[config.mk]
export PLATFORM = sky130hd
export DESIGN_NAME = apb_mig_bridge
export DESIGN_NICKNAME = d
export VERILOG_FILES = /design/src/rtl/apb_mig_bridge.sv
export SDC_FILE = /design/constraint.sdc
export NUM_CORES = 1
export LEC_CHECK = 0
export ABC_AREA = 1
export BUFFER_PORTS_ARGS = -buffer_cell sky130_fd_sc_hd__buf_4
export CELL_PAD_IN_SITES_DETAIL_PLACEMENT = 0
export CELL_PAD_IN_SITES_GLOBAL_PLACEMENT = 2
export CORE_UTILIZATION = 21
export DETAILED_ROUTE_END_ITERATION = 16
export HOLD_SLACK_MARGIN = 0.15
export PLACE_DENSITY = 0.88
export SKIP_CTS_REPAIR_TIMING = 1
export SLEW_MARGIN = 25
export SYNTH_ARGS = -nofsm -noshare
export SYNTH_HDL_FRONTEND = slang
export SYNTH_SLANG_ARGS = --single-unit
[constraint.sdc]
create_clock -name clk_i -period 2.1 [get_ports clk_i]
set_input_delay 0.315 -clock clk_i [delete_from_list [all_inputs] [get_ports clk_i]]
set_output_delay 0.315 -clock clk_i [all_outputs]
set_load 0.02 [all_outputs]
[src/rtl/apb_mig_bridge.sv]
// apb_mig_bridge: APB slave to MIG UI bridge, one line transaction per APB access; define APB_MIG_READ_CACHE_EN for a one-line read cache
module apb_mig_bridge #(
  parameter int APB_ADDR_WIDTH = 32,
  parameter int APB_DATA_WIDTH = 32,
  parameter int MIG_ADDR_WIDTH = 27,
  parameter int MIG_DATA_WIDTH = 128,
  parameter int ADDR_SHIFT     = 1,
  parameter int TIMEOUT_CYCLES = 1024
) (
  input  logic                        clk_i,
  input  logic                        rst_i,
  input  logic                        psel_i,
  input  logic                        penable_i,
  input  logic                        pwrite_i,
  input  logic [APB_ADDR_WIDTH-1:0]   paddr_i,
  input  logic [APB_DATA_WIDTH-1:0]   pwdata_i,
  input  logic [APB_DATA_WIDTH/8-1:0] pstrb_i,
  output logic                        pready_o,
  output logic [APB_DATA_WIDTH-1:0]   prdata_o,
  output logic                        pslverr_o,
  output logic [MIG_ADDR_WIDTH-1:0]   app_addr_o,
  output logic [2:0]                  app_cmd_o,
  output logic                        app_en_o,
  input  logic                        app_rdy_i,
  output logic [MIG_DATA_WIDTH-1:0]   app_wdf_data_o,
  output logic [MIG_DATA_WIDTH/8-1:0] app_wdf_mask_o,
  output logic                        app_wdf_wren_o,
  output logic                        app_wdf_end_o,
  input  logic                        app_wdf_rdy_i,
  input  logic [MIG_DATA_WIDTH-1:0]   app_rd_data_i,
  input  logic                        app_rd_data_valid_i
);
  localparam int LINE_BYTES = MIG_DATA_WIDTH / 8;
  localparam int APB_BYTES  = APB_DATA_WIDTH / 8;
  localparam int LANES      = MIG_DATA_WIDTH / APB_DATA_WIDTH;
  localparam int LB         = $clog2(LINE_BYTES);
  localparam int AB         = $clog2(APB_BYTES);
  localparam int LW         = LANES > 1 ? $clog2(LANES) : 1;
  localparam int CW         = $clog2(TIMEOUT_CYCLES + 1);
  localparam int RS         = MIG_ADDR_WIDTH + ADDR_SHIFT;

  typedef enum logic [2:0] {IDLE, WR, RD_CMD, RD_WAIT, RESP} state_t;

  state_t                    state;
  logic [CW-1:0]             cnt;
  logic [LW-1:0]             lane;
  logic [LW-1:0]             lane_w;
  logic [MIG_ADDR_WIDTH-1:0] addr_w;
  logic                      err_w;
  logic                      hit;
  logic                      tmo;
  logic [APB_DATA_WIDTH-1:0] hit_data;

  assign lane_w        = LW'((paddr_i >> AB) & APB_ADDR_WIDTH'(LANES - 1));
  assign addr_w        = MIG_ADDR_WIDTH'((paddr_i >> LB) << (LB - ADDR_SHIFT));
  assign err_w         = ((paddr_i >> RS) != '0) || ((paddr_i & APB_ADDR_WIDTH'(APB_BYTES - 1)) != '0);
  assign tmo           = cnt == CW'(TIMEOUT_CYCLES - 1);
  assign app_wdf_end_o = app_wdf_wren_o;

`ifdef APB_MIG_READ_CACHE_EN
  logic [MIG_DATA_WIDTH-1:0] cache_data;
  logic [MIG_ADDR_WIDTH-1:0] cache_addr;
  logic                      cache_vld;

  assign hit      = cache_vld && !pwrite_i && !err_w && cache_addr == addr_w;
  assign hit_data = cache_data[lane_w * APB_DATA_WIDTH +: APB_DATA_WIDTH];

  // Cache fills on read return, drops on a failed fill, and merges accepted write bytes for the held line
  always_ff @(posedge clk_i) begin
    if (rst_i) begin
      cache_vld  <= 1'b0;
      cache_data <= '0;
      cache_addr <= '0;
    end else if (state == RD_WAIT && app_rd_data_valid_i) begin
      cache_data <= app_rd_data_i;
      cache_addr <= app_addr_o;
      cache_vld  <= 1'b1;
    end else if (tmo && ((state == RD_CMD && !app_rdy_i) || state == RD_WAIT)) begin
      cache_vld <= 1'b0;
    end else if (app_wdf_wren_o && app_wdf_rdy_i && cache_vld && cache_addr == app_addr_o) begin
      for (int b = 0; b < LINE_BYTES; b++)
        if (!app_wdf_mask_o[b]) cache_data[b*8 +: 8] <= app_wdf_data_o[b*8 +: 8];
    end
  end
`else
  assign hit      = 1'b0;
  assign hit_data = '0;
`endif

  // Transfer FSM; all APB and MIG outputs are registered here
  always_ff @(posedge clk_i) begin
    if (rst_i) begin
      state          <= IDLE;
      cnt            <= '0;
      lane           <= '0;
      pready_o       <= 1'b0;
      prdata_o       <= '0;
      pslverr_o      <= 1'b0;
      app_addr_o     <= '0;
      app_cmd_o      <= 3'b000;
      app_en_o       <= 1'b0;
      app_wdf_data_o <= '0;
      app_wdf_mask_o <= '1;
      app_wdf_wren_o <= 1'b0;
    end else begin
      pready_o <= 1'b0;
      cnt      <= cnt + 1'b1;
      case (state)
        IDLE: begin
          cnt <= '0;
          if (psel_i && penable_i) begin
            app_addr_o <= addr_w;
            lane       <= lane_w;
            if (err_w || hit) begin
              state     <= RESP;
              pready_o  <= 1'b1;
              pslverr_o <= err_w;
              prdata_o  <= err_w ? '0 : hit_data;
            end else if (pwrite_i) begin
              state          <= WR;
              app_en_o       <= 1'b1;
              app_cmd_o      <= 3'b000;
              app_wdf_wren_o <= 1'b1;
              app_wdf_data_o <= {LANES{pwdata_i}};
              app_wdf_mask_o <= ~(LINE_BYTES'(pstrb_i) << (lane_w * APB_BYTES));
            end else begin
              state     <= RD_CMD;
              app_en_o  <= 1'b1;
              app_cmd_o <= 3'b001;
            end
          end
        end
        WR: begin
          if (app_rdy_i) app_en_o <= 1'b0;
          if (app_wdf_rdy_i) app_wdf_wren_o <= 1'b0;
          if ((!app_en_o || app_rdy_i) && (!app_wdf_wren_o || app_wdf_rdy_i)) begin
            state     <= RESP;
            pready_o  <= 1'b1;
            pslverr_o <= 1'b0;
          end else if (tmo) begin
            state          <= RESP;
            pready_o       <= 1'b1;
            pslverr_o      <= 1'b1;
            prdata_o       <= '0;
            app_en_o       <= 1'b0;
            app_wdf_wren_o <= 1'b0;
          end
        end
        RD_CMD: begin
          if (app_rdy_i) begin
            state    <= RD_WAIT;
            app_en_o <= 1'b0;
            cnt      <= '0;
          end else if (tmo) begin
            state     <= RESP;
            pready_o  <= 1'b1;
            pslverr_o <= 1'b1;
            prdata_o  <= '0;
            app_en_o  <= 1'b0;
          end
        end
        RD_WAIT: begin
          if (app_rd_data_valid_i) begin
            state     <= RESP;
            pready_o  <= 1'b1;
            pslverr_o <= 1'b0;
            prdata_o  <= app_rd_data_i[lane * APB_DATA_WIDTH +: APB_DATA_WIDTH];
          end else if (tmo) begin
            state     <= RESP;
            pready_o  <= 1'b1;
            pslverr_o <= 1'b1;
            prdata_o  <= '0;
          end
        end
        RESP:    state <= IDLE;
        default: state <= IDLE;
      endcase
    end
  end
endmodule

; ---- Word-level counts from Yosys, hierarchy flattened
; Cells that the tools add are included.
[word_totals]
regBits = 223
latchBits = 0
ram_bits = 0
rom_bits = 0
input_bits = 204
output_inout_bits = 211
wordCells = 95
mem_count = 0
[classes]
add_sub_neg = 1
multipliers = 0
n_div = 0
order_cmp = 0
n_eq_ne = 11
shifts = 2
n_mux = 47
bitwise = 2
reduce_logical = 20
[ops]
columns = op, count
row1 = two-way mux 32 bit, 6
row2 = one-hot mux 32 bit (4 select lines), 1
row3 = indexed part select 128 x 8 -> 32 bit, 1
row4 = nonzero test 32 bit, 2
row5 = two-way mux 1 bit, 26
row6 = one-hot mux 11 bit (2 select lines), 1
row7 = two-way mux 3 bit, 6
row8 = inverter 16 bit, 1
row9 = AND reduction 4 bit, 4
row10 = left shift 4 x 4 -> 16 bit, 1
row11 = "!= test 2 bit, second input constant", 6
row12 = one-hot mux 3 bit (4 select lines), 1
row13 = "adder 11 x 1 -> 11 bit, second input constant", 1
row14 = "equality test 11 x 10 -> 1 bit, second input constant", 1
row15 = two-way mux 11 bit, 1
row16 = one-hot mux 1 bit (4 select lines), 2
row17 = "equality test 3 x 2 -> 1 bit, second input constant", 2
row18 = AND reduction 5 bit, 1
row19 = nonzero test 4 bit, 1
row20 = "equality test 3 x 1 -> 1 bit, second input constant", 1
row21 = logical NOT 3 bit, 1
row22 = logical OR 1 bit, 3
row23 = "!= test 3 bit, second input constant", 1
row24 = one-hot mux 1 bit (3 select lines), 1
row25 = 9 further kinds, 11

; ---- Longest topological paths before layout
[logic_depth]
word_depth = 5
ltp_mapped = 10
ltp_nobuf = 10

; ---- Least setup slack after synthesis
; No wires, ideal clock.
[synth_timing]
path_type = reg2reg
from = register cnt[0]
to = register state[1]
t_arrival_ns = 1.560
required_ns = 1.990
path_slack_ns = 0.429
stages_incl_launch_ff = 10
n_path_buf = 1
synth_period_minus_slack_ns = 1.671
path_cell_list = dfxtp_1 ha_1 nand3_1 nor2_1 nand3_1 clkbuf_1 o21bai_1 nand3_1 nand3_1 inv_1
[synth_between]
elab_chain_cells = 4
elab_cells_between_ends = 6
classes_between = 1 x eq/ne / 5 x mux
[synth_lines]
columns = item, line_no
row1 = from (decl), 45  ; logic [CW-1:0] cnt;
row2 = from (signal assigned), 107  ; cnt <= cnt + 1'b1;
row3 = equality test 11 x 10 -> 1 bit (*), 57  ; assign tmo = cnt == CW'(TIMEOUT_CYCLES - 1);
row4 = two-way mux 3 bit (*), n/a
row5 = two-way mux 3 bit (on tied branches), n/a
row6 = one-hot mux 3 bit (4 select lines) (*), n/a
row7 = to (signal assigned), 93  ; state <= IDLE;
row8 = to (signal assigned), 115  ; state <= RESP;
row9 = to (signal assigned), 120  ; state <= WR;
row10 = to (decl), 44  ; state_t state;
; Mark *: on every way between the ends. The rest lies on a longest branch, timed or not.
; A chain may end at the register's enable or synchronous reset.

; ---- Final worst setup path
[layout_timing]
from = register state[2]
to = register app_wdf_data_o[117]
[layout_between]
elab_chain_cells = 2
[layout_lines]
columns = item, line_no
row1 = logical NOT 3 bit, 108  ; case (state)
row2 = AND reduction 4 bit (no line), n/a
row3 = to (signal assigned), 124  ; app_wdf_data_o <= {LANES{pwdata_i}};
row4 = to (decl), 25  ; output logic [MIG_DATA_WIDTH-1:0] app_wdf_data_o,
; Every way passes these cells.

==> results.ini <==
[run_status]
run_status=complete, no violations

[global_route]
vias_in_the_first_global_route=7133
globalRouteOverflowTotal=0
grt_start_max_net_pins=53
grt_first_pass_wirelength_um=40000
antenna_found_initial=0
groute.usage.overall_pct=15.4

[drt]
vias_per_cell=4.34
route.detailed.drc=0
dr_total_vias=7770
drt_first_iter_violations=343
postRouteAntennaNets=0
postRouteWirelength_um=26800
route.detailed.wl_per_inst_um=15.0
detail_route.first_pass.iterations=5

[setup_path]
r2r_slack_ns=0.31
start_kind=register
cpLargestDelayFamily=simple AND/OR/NAND/NOR gates
rr_startpoint=state[2]$_SDFFE_PP0N_
worst_ep_arrival_time_ns=2.09
r2r_end=app_wdf_data_o[117]$_SDFFE_PP0P_
timing.critical_path.from=state[2]$_SDFFE_PP0N_
cp.depth=8
worstSetupPathType=register to register
crit_slowest_cell=sky130_fd_sc_hd__dfxtp_1
crit_end=app_wdf_data_o[117]$_SDFFE_PP0P_
timing.critical_path.to_type=register
reg2reg_depth=8
critical_path_required_ns=2.40
critical_path.n_buffers_inverters=2
biggest_fanout_along_the_worst_timing_path=48
critPathMaxStageDelay_ns=0.38
crit_chain=nor2_4, nand2_1, nor2_2, inv_2, nor3_4, inv_2, nor2_1, nor2_1

[cells_and_area]
instances_no_fill=1790
layout.cells.most_common_list=sky130_fd_sc_hd__buf_4, sky130_fd_sc_hd__nand2_1, sky130_fd_sc_hd__nand3_1
post_route_cells_drive_above_1_share_pct=34.0
finish.net_count=1580
area_growth_syn_to_layout_pct=57.5
antenna-diode-count=0
layout.cells.most_common=sky130_fd_sc_hd__buf_4
fill_cells=3386

[sta]
sum_neg_setup_slack_ns=0
hold_viol_final=0
setup_clock_skew_after_layout_ns=0.0152
finalSetupViolations=0
layout_worst_path_cycle_share_pct=85.2
unrepaired_setup_endpoints_after_global_routing=no
fin_crit_period_ns=1.79
timing_max_transition_violations_final=0
fmaxAchievable_mhz=559
worst_pin_slew_ns=0.856
timing.slew.headroom_pct=42.8

[cts]
clk_pin_slew_ns=0.06
clock_path_buffers=2
cts.sinks=125
clock_tree.root_cell=sky130_fd_sc_hd__clkbuf_16
cts_h_tree_depth=4
clock_insertion_delay_worst_skew_ns=0.42
tritoncts_clock_tree=yes
tritoncts.num_buffers=17

[placed_design]
gpl.final_weighted_congestion=0.788
dp_hpwl_um=19800
portBuffers=409
place.detailed.instances=1713

[power]
leakage_uw=0.00524
fin_total_pwr_uw=6700
clkPwrFrac_pct=48.3
p_sw_share_pct=26.4
ir_worst_vdd_mv=0.416
p_sw_uw=1770
seq_power_share_pct=36.6
power_density_over_the_cells_nw_per_um2=624
internal_power_uw=4940
combinationalPowerShare_pct=15.1

[synthesis]
synth.yosys.seq_area_share_pct=36.7
cell_taking_the_most_area_after_synthesis=sky130_fd_sc_hd__dfxtp_1
yosysTopAreaCellShare_pct=36.7
ys.warnings.count=0
synthesis.instances=1041
synth.area.top_cells=sky130_fd_sc_hd__dfxtp_1, sky130_fd_sc_hd__nand2_1, sky130_fd_sc_hd__buf_4
synth_cell_type_count=35
synth_seq_cells=125
netlist_area_sq_um=6820
avg_cell_area_syn_sq_um=6.55

[job]
max_cap_violation_count=0

[floorplanning]
die_area_sq_um=33200
fp.coreArea_sq_um=31700
start_util_pct=21.5
chipWidth_um=182
io-pin-count=415
chipHeight_um=182
placement_rows=65

[hold_path]
min_path_type=input pin to register

[worst min path at each step]
stage	startpoint	endpoint	slack, ns	cells past startpoint
6_report	paddr_i[21]	app_addr_o[20]$_SDFFE_PP0P_	0.13	3
5_1_grt	pwdata_i[3]	app_wdf_data_o[99]$_SDFFE_PP0P_	0.15	3
4_1_cts	paddr_i[12]	app_addr_o[11]$_SDFFE_PP0P_	0.09	3
3_5_place_dp	cnt[0]$_SDFF_PP0_	cnt[0]$_SDFF_PP0_	0.45	1
3_3_place_gp	cnt[0]$_SDFF_PP0_	cnt[0]$_SDFF_PP0_	0.44	1
2_1_floorplan	cnt[0]$_SDFF_PP0_	cnt[0]$_SDFF_PP0_	0.43	1
[power groups by stage]
stage | Sequential [uW] | Clock [uW] | Combinational (uW)
3_3_place_gp | 2500 | 0 | 962
3_5_place_dp | 2500 | 0 | 957
2_1_floorplan | 2550 | 0 | 383
5_1_grt | 2460 | 3470 | 1120
4_1_cts | 2450 | 3350 | 961
6_report | 2450 | 3240 | 1010
[state kept, by name, indices dropped and copies added (netlist names)]
name	flops
app_en_o	1
lane	2
app_wdf_data_o	32
state	3
pready_o	1
app_wdf_end_o	1
prdata_o	32
app_addr_o	24
pslverr_o	1
app_wdf_mask_o	16
app_cmd_o	1
cnt	11
[routing by layer]
metal | vias to the layer above | track usage [%] | share of wire (%)
met5 | - | 0 | 0
met4 | 0 | 5.04 | 1.8
met3 | 23 | 3.59 | 7.0
met2 | 321 | 26.1 | 47
met1 | 3474 | 19.2 | 44
li1 | 3952 | - | -
[cells by family after synthesis]
family / Yosys count / synth area share, %
adder cells (fa/ha/maj): 1 / 0.183
XOR/XNOR: 1 / 0.128
buffers and inverters: 195 / 16.8
flip-flops: 125 / 36.7
AND/OR/NAND/NOR: 572 / 35.2
other: 1 / 0.0550
AO/OA/AOI/OAI: 146 / 10.9
[through the flow]
| step | utilization [%] | worst slack (ns) | area (sq um) | hold WS (ns) |
|---|---|---|---|---|
| floorplan | - | 0.429 | 6840 | 0.430 |
| global placement | 30.4 | 0.259 | 9650 | 0.444 |
| detailed placement | 30.4 | 0.277 | 9650 | 0.455 |
| CTS | 32.4 | 0.292 | 10300 | 0.0916 |
| global route | 33.9 | 0.117 | 10700 | 0.150 |
| finish | 33.9 | 0.310 | 10700 | 0.125 |
[worst register-to-register path, cell delays in order (launching register included)]
cell                      delay [ns]
sky130_fd_sc_hd__dfxtp_1        0.38
sky130_fd_sc_hd__nor2_4         0.17
sky130_fd_sc_hd__nand2_1        0.09
sky130_fd_sc_hd__nor2_2         0.19
sky130_fd_sc_hd__inv_2          0.08
sky130_fd_sc_hd__nor3_4         0.14
sky130_fd_sc_hd__inv_2          0.34
sky130_fd_sc_hd__nor2_1         0.23
sky130_fd_sc_hd__nor2_1         0.07
[synth_stat cells]
library cell / n
sky130_fd_sc_hd__conb_1: 1
sky130_fd_sc_hd__clkbuf_1: 43
sky130_fd_sc_hd__dfxtp_1: 125
sky130_fd_sc_hd__o31ai_1: 1
sky130_fd_sc_hd__ha_1: 1
sky130_fd_sc_hd__o21a_1: 1
sky130_fd_sc_hd__nor3b_1: 2
sky130_fd_sc_hd__clkinv_1: 3
sky130_fd_sc_hd__nor2_1: 138
sky130_fd_sc_hd__o21ai_0: 69
sky130_fd_sc_hd__a22oi_1: 1
sky130_fd_sc_hd__inv_1: 23
sky130_fd_sc_hd__a21oi_1: 60
sky130_fd_sc_hd__buf_1: 6
sky130_fd_sc_hd__clkbuf_2: 2
sky130_fd_sc_hd__buf_4: 102
sky130_fd_sc_hd__nor2_2: 2
sky130_fd_sc_hd__a21o_1: 1
sky130_fd_sc_hd__o21bai_1: 1
sky130_fd_sc_hd__inv_2: 3
sky130_fd_sc_hd__xor2_1: 1
sky130_fd_sc_hd__nand3b_1: 1
sky130_fd_sc_hd__nand2_1: 259
sky130_fd_sc_hd__nand3_1: 143
sky130_fd_sc_hd__a31oi_1: 2
sky130_fd_sc_hd__buf_2: 11
sky130_fd_sc_hd__nor3_2: 1
sky130_fd_sc_hd__o21ai_1: 10
sky130_fd_sc_hd__nor3_4: 1
sky130_fd_sc_hd__and2_1: 1
sky130_fd_sc_hd__nor2_4: 1
sky130_fd_sc_hd__buf_6: 2
sky130_fd_sc_hd__nor3_1: 21
sky130_fd_sc_hd__and3_1: 1
sky130_fd_sc_hd__nand4_1: 1
[final cells by class]
cell class / count / area, sq um / area share (%)
multi-input cells: 725 / 3190 / 29.7
clock inverters: 14 / 210 / 1.96
repair buffers: 477 / 3790 / 35.3
inverters: 29 / 109 / 1.01
well taps: 402 / 503 / 4.68
flip-flops and latches: 125 / 2500 / 23.3
clock buffers: 18 / 429 / 3.99
Power figures use the tool's default switching activity.
